**src/rtl/load_store_unit_if.sv**
```systemverilog
// Data-memory bus between the load/store unit (master) and the memory responder (slave).
// Word-aligned address, per-byte enables, single-cycle ready handshake.
interface load_store_unit_if #(
  parameter int ADDR_W = 32
);
  logic              mem_req;
  logic              mem_we;
  logic [ADDR_W-1:0] mem_addr;
  logic [3:0]        mem_be;
  logic [31:0]       mem_wdata;
  logic              mem_ready;
  logic [31:0]       mem_rdata;

  modport master (
    output mem_req, mem_we, mem_addr, mem_be, mem_wdata,
    input  mem_ready, mem_rdata
  );

  modport slave (
    input  mem_req, mem_we, mem_addr, mem_be, mem_wdata,
    output mem_ready, mem_rdata
  );
endinterface

```
**src/rtl/load_store_unit.sv**
```systemverilog
// MEM-stage load/store unit: validates width/alignment, issues one byte-enabled
// word access with a ready timeout, and returns lane-extracted, extended load data.
module load_store_unit #(
  parameter int TIMEOUT = 16,
  parameter int ADDR_W  = 32
) (
  input  logic                clk,
  input  logic                reset,
  input  logic                req_valid,
  input  logic                req_store,
  input  logic [2:0]          req_funct3,
  input  logic [ADDR_W-1:0]   req_addr,
  input  logic [31:0]         req_wdata,
  output logic                stall,
  output logic                done,
  output logic [31:0]         load_data,
  output logic                err,
  output logic [1:0]          err_code,
  load_store_unit_if.master   mem
);

  localparam logic [1:0] IDLE = 2'd0;
  localparam logic [1:0] BUSY = 2'd1;
  localparam logic [1:0] DONE = 2'd2;

  localparam int CNT_W = (TIMEOUT > 2) ? $clog2(TIMEOUT) : 1;
  localparam logic [CNT_W-1:0] CNT_LAST = CNT_W'(TIMEOUT - 1);

  localparam logic [1:0] CODE_NONE     = 2'b00;
  localparam logic [1:0] CODE_MISALIGN = 2'b01;
  localparam logic [1:0] CODE_TIMEOUT  = 2'b10;
  localparam logic [1:0] CODE_ILLEGAL  = 2'b11;

  logic [1:0]        state;
  logic [CNT_W-1:0]  cnt;
  logic [ADDR_W-1:0] addr_q;
  logic [2:0]        f3_q;
  logic              store_q;
  logic [31:0]       wdata_q;
  logic [1:0]        code_q;

  logic              illegal;
  logic              misalign;
  logic [1:0]        fault_code;

  logic [1:0]        off;
  logic [3:0]        be;
  logic [31:0]       wdata_lane;
  logic [7:0]        byte_v;
  logic [15:0]       half_v;
  logic [31:0]       ext;

  // Request validation; an illegal width outranks a misaligned address.
  always_comb begin
    illegal    = (req_funct3 == 3'b011) || (req_funct3[2:1] == 2'b11) ||
                 (req_store && req_funct3[2]);
    misalign   = ((req_funct3[1:0] == 2'b01) && req_addr[0]) ||
                 ((req_funct3[1:0] == 2'b10) && (req_addr[1:0] != 2'b00));
    fault_code = CODE_NONE;
    if (illegal)       fault_code = CODE_ILLEGAL;
    else if (misalign) fault_code = CODE_MISALIGN;
  end

  always_comb begin
    off        = addr_q[1:0];
    be         = 4'b1111;
    wdata_lane = wdata_q;
    case (f3_q[1:0])
      2'b00: begin
        be         = 4'b0001 << off;
        wdata_lane = {4{wdata_q[7:0]}};
      end
      2'b01: begin
        be         = 4'b0011 << off;
        wdata_lane = {2{wdata_q[15:0]}};
      end
      default: begin
        be         = 4'b1111;
        wdata_lane = wdata_q;
      end
    endcase
  end

  always_comb begin
    byte_v = mem.mem_rdata[{off, 3'b000} +: 8];
    half_v = off[1] ? mem.mem_rdata[31:16] : mem.mem_rdata[15:0];
    case (f3_q)
      3'b000:  ext = {{24{byte_v[7]}}, byte_v};
      3'b001:  ext = {{16{half_v[15]}}, half_v};
      3'b100:  ext = {24'h0, byte_v};
      3'b101:  ext = {16'h0, half_v};
      default: ext = mem.mem_rdata;
    endcase
  end

  always_ff @(posedge clk or negedge reset) begin
    if (!reset) begin
      state     <= IDLE;
      cnt       <= '0;
      addr_q    <= '0;
      f3_q      <= '0;
      store_q   <= 1'b0;
      wdata_q   <= '0;
      code_q    <= CODE_NONE;
      load_data <= '0;
    end else begin
      case (state)
        IDLE: begin
          if (req_valid) begin
            code_q <= fault_code;
            if (fault_code != CODE_NONE) begin
              load_data <= '0;
              state     <= DONE;
            end else begin
              addr_q  <= req_addr;
              f3_q    <= req_funct3;
              store_q <= req_store;
              wdata_q <= req_wdata;
              state   <= BUSY;
            end
          end
        end
        BUSY: begin
          // A ready on the final allowed cycle still completes normally.
          if (mem.mem_ready) begin
            load_data <= store_q ? '0 : ext;
            cnt       <= '0;
            state     <= DONE;
          end else if (cnt == CNT_LAST) begin
            code_q    <= CODE_TIMEOUT;
            load_data <= '0;
            cnt       <= '0;
            state     <= DONE;
          end else begin
            cnt <= cnt + CNT_W'(1);
          end
        end
        DONE: begin
          code_q <= CODE_NONE;
          state  <= IDLE;
        end
        default: begin
          code_q <= CODE_NONE;
          cnt    <= '0;
          state  <= IDLE;
        end
      endcase
    end
  end

  // Stall is qualified by reset so it drops asynchronously with the FSM.
  assign stall    = reset && (((state == IDLE) && req_valid) || (state == BUSY));
  assign done     = (state == DONE);
  assign err      = (state == DONE) && (code_q != CODE_NONE);
  assign err_code = (state == DONE) ? code_q : CODE_NONE;

  assign mem.mem_req   = (state == BUSY);
  assign mem.mem_we    = (state == BUSY) && store_q;
  assign mem.mem_addr  = (state == BUSY) ? {addr_q[ADDR_W-1:2], 2'b00} : '0;
  assign mem.mem_be    = (state == BUSY) ? be : 4'b0000;
  assign mem.mem_wdata = (state == BUSY) ? wdata_lane : '0;

endmodule

```
**src/flat_wrapper.sv**
```systemverilog
// flat-port wrapper written by rule: the top's interface ports become plain ports
module load_store_unit_flat 
#(
  parameter int TIMEOUT = 16,
  parameter int ADDR_W  = 32
)
  (clk, reset, req_valid, req_store, req_funct3, req_addr, req_wdata, stall, done, load_data, err, err_code, mem_mem_req, mem_mem_we, mem_mem_addr, mem_mem_be, mem_mem_wdata, mem_mem_ready, mem_mem_rdata);
  load_store_unit_if #(.ADDR_W(ADDR_W)) mem_i ();
  input  logic clk;
  input  logic reset;
  input  logic req_valid;
  input  logic req_store;
  input  logic [2:0] req_funct3;
  input  logic [ADDR_W-1:0] req_addr;
  input  logic [31:0] req_wdata;
  output logic stall;
  output logic done;
  output logic [31:0] load_data;
  output logic err;
  output logic [1:0] err_code;
  output wire logic [$bits(mem_i.mem_req)-1:0] mem_mem_req;
  output wire logic [$bits(mem_i.mem_we)-1:0] mem_mem_we;
  output wire logic [$bits(mem_i.mem_addr)-1:0] mem_mem_addr;
  output wire logic [$bits(mem_i.mem_be)-1:0] mem_mem_be;
  output wire logic [$bits(mem_i.mem_wdata)-1:0] mem_mem_wdata;
  input wire logic [$bits(mem_i.mem_ready)-1:0] mem_mem_ready;
  input wire logic [$bits(mem_i.mem_rdata)-1:0] mem_mem_rdata;
  assign mem_mem_req = mem_i.mem_req;
  assign mem_mem_we = mem_i.mem_we;
  assign mem_mem_addr = mem_i.mem_addr;
  assign mem_mem_be = mem_i.mem_be;
  assign mem_mem_wdata = mem_i.mem_wdata;
  assign mem_i.mem_ready = mem_mem_ready;
  assign mem_i.mem_rdata = mem_mem_rdata;
  load_store_unit #(.TIMEOUT(TIMEOUT), .ADDR_W(ADDR_W)) u_core (.clk(clk), .reset(reset), .req_valid(req_valid), .req_store(req_store), .req_funct3(req_funct3), .req_addr(req_addr), .req_wdata(req_wdata), .stall(stall), .done(done), .load_data(load_data), .err(err), .err_code(err_code), .mem(mem_i));
endmodule
```
**config.mk**
```make
export PLATFORM = sky130hd
export DESIGN_NAME = load_store_unit_flat
export DESIGN_NICKNAME = d
export VERILOG_FILES = /design/src/rtl/load_store_unit_if.sv /design/src/rtl/load_store_unit.sv /design/src/flat_wrapper.sv
export SDC_FILE = /design/constraint.sdc
export NUM_CORES = 1
export LEC_CHECK = 0
export ABC_AREA = 1
export BUFFER_PORTS_ARGS = -buffer_cell sky130_fd_sc_hd__buf_2
export CAP_MARGIN = 20
export CORE_MARGIN = 8
export CORE_UTILIZATION = 54
export CTS_CLUSTER_SIZE = 25
export DETAILED_ROUTE_END_ITERATION = 7
export PLACE_DENSITY_LB_ADDON = 0.05
export SLEW_MARGIN = 20
export SYNTH_ARGS = -nofsm -noshare
export SYNTH_HDL_FRONTEND = slang
export SYNTH_SLANG_ARGS = --single-unit
```
**constraint.sdc**
```tcl
create_clock -name clk -period 2.94 [get_ports clk]
set_input_delay 0.441 -clock clk [delete_from_list [all_inputs] [get_ports clk]]
set_output_delay 0.441 -clock clk [all_outputs]
set_load 0.1 [all_outputs]
```
== Yosys cells after proc, flatten, opt, wreduce, memory -nomap -nowiden ==
Index checks and enable logic that the tools add are counted.

* $add $sub $neg: 1
* Eq/ne operators: 16
* Shifts and indexed selects: 3
* Mux-type cells: 27
* Bitwise gates (word level): 1
* Reduce and logical (&&, ||, !) cells: 23

{| class="wikitable"
|+ Operator list
! kind !! number
|-
| two-way mux 32 bit || 7
|-
| one-hot mux 32 bit (2 select lines) || 2
|-
| one-hot mux 32 bit (4 select lines) || 1
|-
| indexed part select 32 x 6 -> 8 bit || 1
|-
| two-way mux 16 bit || 1
|-
| two-way mux 2 bit || 8
|-
| one-hot mux 4 bit (2 select lines) || 2
|-
| two-way mux 4 bit || 3
|-
| one-hot mux 2 bit (2 select lines) || 2
|-
| nonzero test 2 bit || 4
|-
| logical AND 1 bit || 7
|-
| equality test 2 x 1 -> 1 bit, second input constant || 3
|-
| equality test 2 bit, second input constant || 3
|-
| equality test 3 bit, second input constant || 2
|-
| AND reduction 3 bit || 2
|-
| adder 4 x 1 -> 4 bit, second input constant || 1
|-
| equality test 4 bit, second input constant || 1
|-
| logical NOT 2 bit || 2
|-
| logical OR 1 bit || 4
|-
| inequality test 2 x 1 -> 1 bit, second input constant || 2
|-
| inequality test 2 bit, second input constant || 2
|-
| AND reduction 4 bit || 1
|-
| left shift 1 x 2 -> 4 bit, first input constant || 1
|-
| left shift 2 x 2 -> 4 bit, first input constant || 1
|-
| other kinds (8) || 8
|}

* Register bits: 108
* Bits of input ports: 104
* Output and inout port bits: 107
* Word-level logic and storage cells: 79

== Depth between registers and ports, before layout ==
* Word-level depth: 9
* Depth in mapped cells: 10
* Mapped depth without buffers: 9

== Worst setup path after synthesis ==
Ideal clock, no wire load.

* Path type: register to output
* Start: register u_core.state[1]
* End: output port err
* Data arrival time: 3.508 ns
* Required time: 2.499 ns
* Slack: -1.009 ns
* Cell stages (with the launch flop): 5
* Path buffers: 0
* Path through: dfrtp_1 inv_1 nor2_1 inv_1 a21oi_1

* Longest elaborated chain between the ends: 2

{| class="wikitable"
|+ Ends and longest elaborated chain
! item !! line !! source
|-
| from (decl) || load_store_unit.sv:34 || <nowiki>logic [1:0] state;</nowiki>
|-
| from (signal assigned) || load_store_unit.sv:98 || <nowiki>state <= IDLE;</nowiki>
|-
| from (signal assigned) || load_store_unit.sv:113 || <nowiki>state <= DONE;</nowiki>
|-
| from (signal assigned) || load_store_unit.sv:119 || <nowiki>state <= BUSY;</nowiki>
|-
| equality test 2 bit || n/a ||
|-
| named net done || flat_wrapper.sv:17 || <nowiki>output logic done;</nowiki>
|-
| logical AND 1 bit || load_store_unit.sv:154 || <nowiki>assign err = (state == DONE) && (code_q != CODE_NONE);</nowiki>
|-
| to (decl) || flat_wrapper.sv:19 || <nowiki>output logic err;</nowiki>
|}

The timed path passes the listed nets, and every way through them passes these cells.

== Final worst setup path ==
* Start: register u_core.f3_q[1]
* End: output port mem_mem_be[3]

* Longest elaborated chain between the ends: 3
* Elaborated cells on any way between the ends: 4
* Classes of those cells: 1 x eq/ne; 2 x mux; 1 x reduce/logical

{| class="wikitable"
|+ Ends and longest elaborated chain
! item !! line !! source
|-
| from (decl) || load_store_unit.sv:37 || <nowiki>logic [2:0] f3_q;</nowiki>
|-
| from (signal assigned) || load_store_unit.sv:116 || <nowiki>f3_q <= req_funct3;</nowiki>
|-
| equality test 2 x 1 -> 1 bit or logical NOT 2 bit (tied branches) || load_store_unit.sv:68 || <nowiki>case (f3_q[1:0])</nowiki>
|-
| one-hot mux 4 bit (2 select lines) (*) || load_store_unit.sv:68 ||
|-
| two-way mux 4 bit (*) || load_store_unit.sv:160 || <nowiki>assign mem.mem_be = (state == BUSY) ? be : 4'b0000;</nowiki>
|-
| to (decl) || flat_wrapper.sv:24 || <nowiki>output wire logic [$bits(mem_i.mem_be)-1:0] mem_mem_be;</nowiki>
|}

Mark *: on every way between the ends. The rest lies on a longest branch, timed or not.

==> impl_metrics.ini <==
[synth]
avgSynthCellArea_sq_um = 7.38
synth_seq_area_share_pct = 48.2
synth_area_sq_um = 5610
yosysWarnings = 0
ys_ff_latch = 108
synth_cell_types = 33
netlist_instances = 760

[die]
fp.coreArea_sq_um = 10200
die_h_um = 118
die_area_sq_um = 13900
die_x_um = 118
io_pins = 211
rows = 37
start_util_pct = 54.8

[cells_and_area]
design_area_sq_um = 7600
finish.utilization_pct = 74.3
area_growth_syn_to_layout_pct = 35.4
drive_above_1_share_pct = 28.8
fillCellCount = 792
nets = 1053

[sta]
finalHoldViolations = 0
rsz0062_at_grt = no
hold_slack_ns = 0.0158
maxSlewViolCount = 0
min_period_ns = 2.70
setup_violations = 0
fin_worst_skew_ns = 0.00941
fin_crit_sh_pct = 91.8
max-slew-margin-rel_pct = 39.6
fmax_mhz = 370
tightestPinTransition_ns = 0.906

[global_routing]
grt_pass1_vias = 5637
grt_pass1_wl_um = 27500
antenna_found_initial = 3
overflow = 0
track_usage_pct = 24.1
grt_max_degree = 121

[power]
pwr-share-comb_pct = 53.2
p_seq_share_pct = 32.8
clock_power_share_pct = 14.0
switchingPower_mw = 3.92
ir_drop_uv = 561
p_leak_nw = 4.30
sw_frac_of_total_pct = 52.6
p_per_area_nw_per_um2 = 980
intPower_mw = 3.53

[clock_network]
cts_tree = built
cts.sinks = 108
clk_pin_slew_ns = 0.10
clock_path_buffers = 2
cts_setup_buffers = 0
cts_root_buf = clkbuf_8
holdBufCountCts = 0
htreeDepth = 3
ctsResizeCount = 0
cts_buffers = 9
clk_latency_ns = 0.38

[route]
drc = 0
wl_per_cell_um = 15.3
dr.pass1.iters = 5
wirelength_um = 16700
antenna_left = 0
drt_iter0_markers = 407
viasPerCell = 5.01
num_vias = 5471

[worst_setup_path]
cp-start-kind = flop
cp.arrival_ns = 2.26
crit_type = flop to output pin
worstPathMaxFanout = 11
required_ns = 2.50
end_kind = output pin

[place]
dpl.hpwl_um = 12600
place_area_sq_um = 7360
finalWeightedCongestion = 0.904
placement.io_buffers = 208

[worst_hold_path]
hold_path_class = input pin to asynchronous set/reset pin

[run]
max_cap_viol_count = 0

[outcome]
status = finished, final reports clean
## layer usage
layer  vias to the layer above  track usage, %  wire [um]
met2                       226            38.2       7810
li1                       2707               -          -
met1                      2503            29.2       6960
met3                        33            8.63       1540
met5                         -               0         13
met4                         2            9.69        363
## power groups by stage
stage / clock, mW / sequential [mW] / combinational [mW]
2_1_floorplan: 0 / 2.88 / 2.58
3_3_place_gp: 0 / 2.43 / 3.88
3_5_place_dp: 0 / 2.45 / 3.96
4_1_cts: 1.06 / 2.43 / 3.97
5_1_grt: 1.12 / 2.50 / 4.28
6_report: 1.04 / 2.44 / 3.96
## path summary, 6_finish.rpt
kind | to | cells after the start | slack [ns] | start
worst max-delay path | mem_mem_be[3] | 5 | 0.24 | u_core.f3_q[1]$_DFFE_PN0P_
worst min-delay path | u_core.wdata_q[21]$_DFFE_PN0P_ | 1 | 0.02 | reset
worst max register to register | u_core.load_data[27]$_DFFE_PN0P_ | 9 | 0.95 | u_core.state[0]$_DFFE_PN0P_
worst min register to register | u_core.load_data[2]$_DFFE_PN0P_ | 2 | 0.48 | u_core.load_data[2]$_DFFE_PN0P_
max in group asynchronous | u_core.load_data[13]$_DFFE_PN0P_ | 2 | 1.64 | reset
min in group clk | u_core.wdata_q[20]$_DFFE_PN0P_ | 3 | 0.29 | req_wdata[20]
## placed cells by master (no fill, tap or decap), types with 2 or more instances in the layout
| cell type | instances |
|---|---|
| nor3_1 | 2 |
| or2_2 | 14 |
| o22ai_1 | 8 |
| a21oi_2 | 9 |
| o21ai_1 | 14 |
| a21oi_1 | 13 |
| a32o_1 | 2 |
| o211ai_1 | 7 |
| inv_1 | 128 |
| inv_2 | 4 |
| nand4_1 | 2 |
| dfrtp_1 | 108 |
| bufinv_16 | 2 |
| nor2_1 | 66 |
| buf_12 | 44 |
| clkbuf_8 | 11 |
| buf_4 | 8 |
| buf_2 | 164 |
| diode_2 | 3 |
| xor2_1 | 2 |
| nor2_2 | 9 |
| nand2_2 | 2 |
| conb_1 | 2 |
| o21ai_0 | 84 |
| nand2_1 | 207 |
| nand3_1 | 29 |
## per-stage QoR
stage               cells  total power [mW]  worst slack (ns)  TNS, ns
floorplan             761              5.46            -0.533    -1.07
global route         1091              7.90             0.104        0
CTS                  1089              7.46             0.257        0
global placement     1073              6.30             0.775        0
finish               1092              7.45             0.240        0
detailed placement   1073              6.40             0.679        0
## kinds of logic (layout without fill, tap and decap cells)
kind of cell	after synthesis	after routing	share of synthesized area, %
other	1	5	0.0668
adders and majority gates	1	1	0.223
xor gates and xnor gates	2	2	0.312
AOI/OAI and AO/OA	140	140	13.4
buffers and inverters	173	365	13.2
and+or+nand+nor	334	334	24.5
muxes	1	1	0.178
DFF	108	108	48.2
## sequential cells by signal, indices dropped and copies added (netlist names)
signal and count:
u_core.addr_q 32, u_core.load_data 32, u_core.wdata_q 32, u_core.cnt 4
u_core.f3_q 3, u_core.code_q 2, u_core.state 2, u_core.store_q 1
## synthesized netlist by cell type
library cell	number	share of area [%]
a211oi_1	1	0.13
a21oi_1	22	2.0
a32o_1	2	0.36
buf_2	12	1.1
buf_4	4	0.54
buf_6	8	1.6
clkbuf_1	15	1.0
clkbuf_2	1	0.089
clkinv_1	1	0.067
conb_1	1	0.067
dfrtp_1	108	48
ha_1	1	0.22
inv_1	128	8.6
inv_2	4	0.27
mux2i_1	1	0.18
nand2_1	207	14
nand2_2	2	0.22
nand3_1	29	2.6
nand3_2	1	0.18
nand3_4	1	0.31
nand4_1	2	0.22
nor2_1	71	4.7
nor2_2	4	0.45
nor2_4	1	0.20
nor3_1	2	0.18
o2111ai_1	1	0.16
o211a_1	1	0.18
o211ai_1	7	0.94
o21ai_0	84	7.5
o21ai_1	14	1.2
o22ai_1	8	0.89
or2_2	14	1.6
xor2_1	2	0.31
## area by class of cell
| class | count | area (sq um) | area share (%) |
|---|---|---|---|
| diodes | 3 | 7.51 | 0.0988 |
| clock buffers | 11 | 151 | 1.99 |
| clock inverters | 5 | 82.6 | 1.09 |
| inverters | 133 | 499 | 6.57 |
| multi-input cells | 480 | 2220 | 29.3 |
| flip-flops and latches | 108 | 2700 | 35.6 |
| well taps | 136 | 170 | 2.24 |
| repair buffers | 216 | 1760 | 23.2 |
## critical path, stage by stage, from the launching register on
cell and delay, ns:
dfrtp_1 0.55, inv_2 0.09, nand2_1 0.36, o21ai_0 0.19, a21oi_1 0.22, buf_2 0.47
No activity file was read; power rests on OpenSTA's default activity.
